===== src/rtl/io_stim_driver.sv =====
// Table-driven switch/button stimulus sequencer for the RV32I core I/O.
// Each entry applies a sw/btn pattern, holds it, and can wait for the core to echo sw on ledg.
module io_stim_driver #(
   parameter int unsigned DEPTH   = 16,
   parameter int unsigned HOLD_W  = 16,
   parameter int unsigned TIMEOUT = 1000
) (
   input  logic                     i_clk,
   input  logic                     i_rst_n,
   input  logic                     i_load_en,
   input  logic [$clog2(DEPTH)-1:0] i_load_addr,
   input  logic [31:0]              i_load_sw,
   input  logic [31:0]              i_load_btn,
   input  logic [HOLD_W-1:0]        i_load_hold,
   input  logic                     i_load_wait,
   input  logic                     i_load_last,
   input  logic                     i_start,
   input  logic [31:0]              i_io_ledg,
   output logic [31:0]              o_io_sw,
   output logic [31:0]              o_io_btn,
   output logic                     o_busy,
   output logic                     o_done,
   output logic                     o_timeout,
   output logic [$clog2(DEPTH)-1:0] o_step
);

   localparam int unsigned AW = $clog2(DEPTH);
   localparam int unsigned TW = (TIMEOUT > 1) ? $clog2(TIMEOUT) : 1;

   typedef struct packed {
      logic [31:0]       sw;
      logic [31:0]       btn;
      logic [HOLD_W-1:0] hold;
      logic              wait_en;
      logic              last;
   } entry_t;

   typedef enum logic [2:0] {
      S_IDLE, S_APPLY, S_HOLD, S_WAIT_ACK, S_NEXT, S_DONE, S_ERR
   } state_t;

   state_t            state, state_nxt;
   entry_t            tbl [DEPTH];
   entry_t            cur;
   logic [AW-1:0]     idx;
   logic [HOLD_W-1:0] hold_cnt;
   logic [TW-1:0]     to_cnt;
   logic [31:0]       sw_q, btn_q;
   logic              busy_c;
   logic              start_ok;

   assign cur      = tbl[idx];
   assign busy_c   = (state == S_APPLY) || (state == S_HOLD) ||
                     (state == S_WAIT_ACK) || (state == S_NEXT);
   // A simultaneous load takes precedence over start.
   assign start_ok = i_start && !i_load_en && !busy_c;

   // Pattern table; writes only while idle.
   always_ff @(posedge i_clk or negedge i_rst_n) begin
      if (!i_rst_n) begin
         for (int i = 0; i < int'(DEPTH); i++) tbl[i] <= '0;
      end else if (i_load_en && !busy_c) begin
         tbl[i_load_addr] <= '{sw: i_load_sw, btn: i_load_btn, hold: i_load_hold,
                               wait_en: i_load_wait, last: i_load_last};
      end
   end

   // State register.
   always_ff @(posedge i_clk or negedge i_rst_n) begin
      if (!i_rst_n) state <= S_IDLE;
      else          state <= state_nxt;
   end

   // Next-state logic.
   always_comb begin
      state_nxt = state;
      case (state)
         S_IDLE, S_DONE, S_ERR: if (start_ok) state_nxt = S_APPLY;
         S_APPLY:               state_nxt = S_HOLD;
         S_HOLD: begin
            if (hold_cnt == '0) state_nxt = cur.wait_en ? S_WAIT_ACK : S_NEXT;
         end
         S_WAIT_ACK: begin
            if (i_io_ledg == cur.sw)               state_nxt = S_NEXT;
            else if (to_cnt == TW'(TIMEOUT - 1))   state_nxt = S_ERR;
         end
         S_NEXT: begin
            if (cur.last || (idx == AW'(DEPTH - 1))) state_nxt = S_DONE;
            else                                     state_nxt = S_APPLY;
         end
         default: state_nxt = S_IDLE;
      endcase
   end

   // Status outputs decoded from the state register only.
   always_comb begin
      o_busy    = 1'b0;
      o_done    = 1'b0;
      o_timeout = 1'b0;
      case (state)
         S_APPLY, S_HOLD, S_WAIT_ACK, S_NEXT: o_busy    = 1'b1;
         S_DONE:                              o_done    = 1'b1;
         S_ERR:                               o_timeout = 1'b1;
         default: ;
      endcase
   end

   // Sequencer datapath: index, counters and the registered sw/btn drive.
   always_ff @(posedge i_clk or negedge i_rst_n) begin
      if (!i_rst_n) begin
         idx      <= '0;
         hold_cnt <= '0;
         to_cnt   <= '0;
         sw_q     <= '0;
         btn_q    <= '0;
      end else begin
         case (state)
            S_IDLE, S_DONE, S_ERR: if (start_ok) idx <= '0;
            S_APPLY: begin
               sw_q     <= cur.sw;
               btn_q    <= cur.btn;
               hold_cnt <= cur.hold;
            end
            S_HOLD: begin
               if (hold_cnt != '0) hold_cnt <= hold_cnt - HOLD_W'(1);
               to_cnt <= '0;
            end
            S_WAIT_ACK: if (state_nxt == S_WAIT_ACK) to_cnt <= to_cnt + TW'(1);
            S_NEXT:     if (state_nxt == S_APPLY) idx <= idx + AW'(1);
            default: ;
         endcase
         // Buttons are released as the entry finishes or the echo wait fails.
         if ((state_nxt == S_NEXT) || (state_nxt == S_ERR)) btn_q <= '0;
      end
   end

   assign o_io_sw  = sw_q;
   assign o_io_btn = btn_q;
   assign o_step   = idx;

endmodule

===== config.mk =====
export PLATFORM = sky130hd
export DESIGN_NAME = io_stim_driver
export DESIGN_NICKNAME = d
export VERILOG_FILES = /design/src/rtl/io_stim_driver.sv
export SDC_FILE = /design/constraint.sdc
export NUM_CORES = 2
export LEC_CHECK = 0
export BUFFER_PORTS_ARGS = -buffer_cell sky130_fd_sc_hd__clkbuf_2
export CAP_MARGIN = 40
export CORE_UTILIZATION = 45
export DETAILED_ROUTE_END_ITERATION = 16
export HOLD_SLACK_MARGIN = 0.15
export SETUP_SLACK_MARGIN = 0.2
export SLEW_MARGIN = 20
export SYNTH_ARGS = -nofsm -noshare
export SYNTH_HDL_FRONTEND = slang
export SYNTH_SLANG_ARGS = --single-unit

===== constraint.sdc =====
create_clock -name i_clk -period 3.8 [get_ports i_clk]
set_input_delay 0.38 -clock i_clk [delete_from_list [all_inputs] [get_ports i_clk]]
set_output_delay 0.38 -clock i_clk [all_outputs]
set_load 0.1 [all_outputs]

Yosys cells after proc, flatten, opt, wreduce, memory -nomap -nowiden
Cells that the tools add are included.
{"block": "classes", "magnitude_cmp": 3, "div_mod_pow": 0, "bitwise": 2, "eq_ne": 17, "n_addsub": 3, "n_shift": 0, "mul": 0, "n_reduce_logical": 23, "n_mux": 25}
{"cell": "$bwmux 1312", "count": 1}
{"cell": "$bmux 82 s4", "count": 1}
{"cell": "$demux 82 s4", "count": 1}
{"cell": "$mux 82", "count": 3}
{"cell": "$mux 32", "count": 2}
{"cell": "$eq 32x32->1", "count": 1}
{"cell": "$pmux 16 s2", "count": 1}
{"cell": "$pmux 10 s2", "count": 1}
{"cell": "$mux 3", "count": 6}
{"cell": "$logic_not 16->1", "count": 1}
{"cell": "$mux 16", "count": 1}
{"cell": "$reduce_bool 16->1", "count": 1}
{"cell": "$sub 16x1->16 const B", "count": 1}
{"cell": "$eq 3x3->1 const B", "count": 5}
{"cell": "$pmux 3 s5", "count": 1}
{"cell": "$add 10x1->10 const B", "count": 1}
{"cell": "$eq 10x10->1 const B", "count": 1}
{"cell": "$ge 5x5->1 const B", "count": 2}
{"cell": "$mux 10", "count": 1}
{"cell": "$not 4->5", "count": 2}
{"cell": "$eq 3x2->1 const B", "count": 3}
{"cell": "$mux 4", "count": 2}
{"cell": "$pmux 4 s2", "count": 1}
{"cell": "$reduce_bool 2->1", "count": 4}
{"cell": "15 further kinds", "count": 29}
{"block": "word_totals", "mem_count": 0, "reg_bits": 1409, "ramBits": 0, "latch_bits": 0, "rom_bits": 0, "in_bits": 122}

Longest topological paths before layout
{"block": "logic_depth", "ltp_word": 11, "depth_mapped": 15, "mapped_depth_nobuf": 11}

Worst setup path before layout
Ideal clock, no wire load.
{"block": "synth_timing", "path_kind": "flip-flop to flip-flop", "start": "register idx[1] (netlist: o_step[1])", "end": "register btn_q[0] (netlist: o_io_btn[0])", "setup_ps": 121, "t_arrival_ps": 3790, "stages_incl_launch_ff": 12, "t_required_ps": 3679, "slack_ps": -111, "path_buffers": 3, "cell_sequence": "dfrtp_1 -> buf_4 -> buf_1 -> mux4_2 -> mux4_2 -> xnor2_1 -> nand4_1 -> or4_4 -> o21bai_2 -> o21ai_2 -> buf_6 -> o211a_1"}
{"block": "synth_via", "elab_chain_len": 10}
{"item": "start, declared", "line_no": "45", "rtl": "logic [AW-1:0] idx;"}
{"item": "start signal, assigned", "line_no": "129", "rtl": "S_NEXT: if (state_nxt == S_APPLY) idx <= idx + AW'(1);"}
{"item": "$not 4->5 (implied by the code)", "line_no": "52", "rtl": "assign cur = tbl[idx];"}
{"item": "$bmux 82 s4", "line_no": "52"}
{"item": "$mux 82 (implied by the code) (2 in a row)", "line_no": "52"}
{"item": "$eq 32x32->1, or another cell as far along", "line_no": "84", "rtl": "if (i_io_ledg == cur.sw) state_nxt = S_NEXT;"}
{"item": "$mux 3 (on tied branches)", "line_no": "84, 81, 88"}
{"item": "$pmux 3 s5", "line_no": "77", "rtl": "case (state)"}
{"item": "$eq 3x3->1", "line_no": "133", "rtl": "if ((state_nxt == S_NEXT) || (state_nxt == S_ERR)) btn_q <= '0;"}
{"item": "$logic_or 1x1->1", "line_no": "133"}
{"item": "$mux 32 or $reduce_bool 2->1 (tied branches)"}
{"item": "end signal, assigned", "line_no": "121", "rtl": "btn_q <= cur.btn;"}
{"item": "end, declared", "line_no": "48", "rtl": "logic [31:0] sw_q, btn_q;"}
Parallel ways exist; a longest one is shown, timed or not. The select of a mux whose other input is x is not followed.
A chain may end at the register's enable or synchronous reset.

Worst setup path after layout
{"block": "layout_timing", "start": "register idx[0] (netlist: o_step[0])", "end": "register btn_q[19] (netlist: o_io_btn[19])"}
Same word-level chain as after synthesis.

==> metrics.md <==
| Metric | Value |
|---|---|
| Post-DR vias/cell | `5.894` |
| DR WL/cell | `26.81 µm` |
| Arrival time worst endpoint | `4.29 ns` |
| Max Clock Freq | `275.2 MHz` |
| Total GRT Usage | `24.76%` |
| Synth cell count leaders | `dfrtp_1 (1409), mux2_2 (1339), clkbuf_1 (285)` |
| Mapped Avg Cell Area | `14.80 µm²` |
| Relative slew slack | `40.27%` |
| PwrDens | `716.3 mW/mm²` |
| P_leak | `0.03265 µW` |
| Final total power | `53540 µW` |
| Hold_ws | `0.1902 ns` |
| H-tree level count | `4` |
| Final core occ | `52.80%` |
| Area leader, netlist | `dfrtp_1` |
| Fin nets | `4724` |
| Crit start category | `register` |
| Max Root-Sink Buffers | `3` |
| Final hold viol count | `0` |
| Setup CP Type | `reg2reg` |
| Post-Syn Nets | `4467` |
| P&R area growth vs syn | `16.35%` |
| Detailed Place HPWL | `102000 µm` |
| Slew Limit Fails | `0` |
| Crit-path most repeated cell | `buf_12` |
| Full die area | `0.1443 mm²` |
| Skew-Pair Late Insertion Delay | `0.79 ns` |
| Mapped cell area | `0.06425 mm²` |
| I/O pin count | `193` |
| Count of flip-flops with a built-in enable after synthesis | `0` |
| Final wirelength | `177200 µm` |
| GRT Residual Overflow | `0` |
| Floorplan core area | `0.1416 mm²` |
| Slowest library cell on the worst path | `or4_4` |
| Syn Inst Count | `4342` |
| CTS Root Cell | `clkbuf_16` |
| TritonCTS clock tree | `built` |
| Buffers on Ports | `192` |
| Setup violations, final | `0` |
| Floorplan row count | `138` |
| Cells along the critical path | `buf_6 > buf_12 > mux4_2 > a22o_1 > a221oi_2 > buf_4 > xor2_2 > nand4_1 > or4_4 > o21bai_4 > o21ai_4 > buf_12 > o211a_1` |
| Worst Path Max Fanout | `15` |
| Synth Flop Type | `dfrtp_1` |
| R2r startpoint | `o_step[0]$_DFFE_PN0P_` |
| # Max-Cap Violations | `0` |
| R2r endpoint | `o_io_btn[19]$_DFFE_PN0P_` |
| Count leader, synth | `dfrtp_1` |
| Clock sink total | `1409` |
| Initial antenna violation count | `13` |
| Number of global-route vias before repair | `40750` |
| R2R Setup Slk | `0.17 ns` |
| Unrepaired setup endpoints after global routing | `true` |
| Clock skew | `0.02817 ns` |
| Vias | `38960` |
| Clk slew on worst S/H paths | `0.06 ns` |
| DRT iter0 DRCs | `2813` |
| Yosys warns | `0` |
| Die Ht | `379.9 µm` |
| Synth top area share | `54.88%` |
| Post-synth ARST share | `100.0%` |
| Initial core utilization | `45.38%` |
| Outcome | `complete, no violations` |
| Part of the Yosys area used for sequential elements | `54.88%` |
| R2R cell count | `13` |
| Die width | `379.9 µm` |
| Pre-antenna DRT Iters | `5` |
| Area contributors post-synth | `dfrtp_1 (55%), mux2_2 (23%), mux4_2 (8.0%)` |
| Slew @ Worst Pin | `0.8891 ns` |
| Yosys cell types | `63` |
| IR drop worst, VDD | `0.8336 mV` |
| Routability cong. | `0.8271` |
| Final critical-path share of the clock period | `95.61%` |
| Worst EP required | `4.45 ns` |
| CP peak stage delay | `0.67 ns` |
| Drt drc | `0` |
| Pin count of the biggest net entering global routing | `115` |
| CP Capture Type | `register` |
| Count of state elements after synthesis | `1409` |
| Share of cells above drive strength 1 | `47.90%` |
| Num CTS Buffers | `157` |
| ANT nets after route | `0` |
| Hold WC Path Type | `in2async` |
| Global-route wire length before repair | `271500 µm` |
| Min cycle time layout | `3.633 ns` |
==> critical path: cells and delay by family, from the launching register on <==
| family | cells | cell delay [ns] |
|---|---|---|
| XOR/XNOR | 1 | 0.12 |
| flip-flops | 1 | 0.46 |
| multiplexers | 1 | 0.48 |
| buffers and inverters | 4 | 0.66 |
| AO/OA/AOI/OAI | 5 | 0.89 |
| AND/OR/NAND/NOR | 2 | 0.85 |
==> placed cells by master (no fill, tap or decap), types with 11 or more instances in the layout <==
master | synthesis | final
nor2_1 | 49 | 39
a21oi_1 | 38 | 36
o211a_1 | 33 | 33
buf_12 | 0 | 53
buf_4 | 31 | 124
a221oi_1 | 72 | 72
bufinv_16 | 0 | 11
or3_1 | 12 | 11
mux4_2 | 229 | 229
nand2b_1 | 12 | 12
clkbuf_8 | 0 | 34
o22ai_1 | 15 | 15
dlygate4sd3_1 | 0 | 83
inv_1 | 19 | 18
xnor2_1 | 18 | 16
clkbuf_1 | 285 | 35
a22o_1 | 13 | 13
mux2i_1 | 247 | 243
dfrtp_1 | 1409 | 1405
nand2_1 | 101 | 100
clkbuf_16 | 0 | 163
clkbuf_2 | 0 | 191
o21ai_0 | 79 | 79
clkinv_2 | 0 | 21
nand3_1 | 56 | 55
a22oi_1 | 53 | 52
mux2_2 | 1339 | 1337
nor3_1 | 30 | 25
a211oi_1 | 11 | 11
==> kinds of logic after synthesis <==
| logic type | synth area share, % |
|---|---|
| flip-flops | 54.88 |
| buffers and inverters | 2.703 |
| multiplexers | 35.34 |
| AO/OA/AOI/OAI | 4.185 |
| XOR/XNOR | 0.3408 |
| AND/OR/NAND/NOR | 2.496 |
| adder cells (fa/ha/maj) | 0.05843 |
==> stage by stage <==
step | area [µm²] | setup TNS [ns] | setup WS, ns | instances
final | 74760 | 0 | 0.1667 | 6610
after global placement | 68030 | -0.02881 | -0.01738 | 6214
after global routing | 74750 | 0 | 0.06412 | 6608
after detailed placement | 68080 | -3.512 | -0.1230 | 6216
after floorplan | 64260 | 0 | 0.2059 | 4342
after CTS | 74340 | 0 | 0.1663 | 6583
==> where the power goes <==
part	leakage [µW]	total, µW	switching (µW)	internal, µW
clock	0.00253	15300	6220	9060
sequential	0.0182	24100	3060	21000
combinational	0.0120	14200	6970	7250
total	0.0327	53500	16200	37300
==> registers in the layout, indices dropped and copies added, names as in the netlist <==
name and flops:
o_io_sw 32, state 3, tbl 1312, to_cnt 10, hold_cnt 16, o_step 4
o_io_btn 32
==> repair_timing <==
action / in CTS / in global routing
endpoints found under the setup margin: 45 / 40
hold buffers: 83 / 0
pin swaps: 2 / 15
endpoints found under the hold margin: 1486 / 0
buffers inserted: 4 / 18
cloned: 4 / 5
resized for setup: 16 / 30
==> worst max path at each step <==
stage	slack (ns)	cells past startpoint	from	endpoint
after floorplan	0.21	11	o_step[1]$_DFFE_PN0P_	o_io_btn[0]$_DFFE_PN0P_
after global placement	-0.02	13	o_step[0]$_DFFE_PN0P_	to_cnt[7]$_DFFE_PN0P_
after detailed placement	-0.12	14	o_step[0]$_DFFE_PN0P_	o_io_btn[12]$_DFFE_PN0P_
after CTS	0.17	14	o_step[0]$_DFFE_PN0P_	o_io_btn[19]$_DFFE_PN0P_
after global routing	0.06	14	o_step[0]$_DFFE_PN0P_	to_cnt[7]$_DFFE_PN0P_
final	0.17	13	o_step[0]$_DFFE_PN0P_	o_io_btn[19]$_DFFE_PN0P_
==> metal layers <==
metal  vias up  global-route usage, %  part of all wire [%]
met5         -                      0                 0.037
met1     21180                  36.69                    47
met4        10                  5.809                   1.9
li1      16730                      -                     -
met3       223                  3.312                   3.9
met2       821                  38.68                    47
==> layout make-up <==
| class | instances | area, µm² |
|---|---|---|
| Antenna cell | 4 | 10.01 |
| Clock buffer | 227 | 4553 |
| Clock inverter | 49 | 599.3 |
| Fill cell | 11990 | 66830 |
| Inverter | 19 | 73.82 |
| Multi-Input combinational cell | 2538 | 27570 |
| Sequential cell | 1409 | 35270 |
| Tap cell | 1890 | 2365 |
| Timing Repair Buffer | 474 | 4312 |
Power figures use the tool's default switching activity.
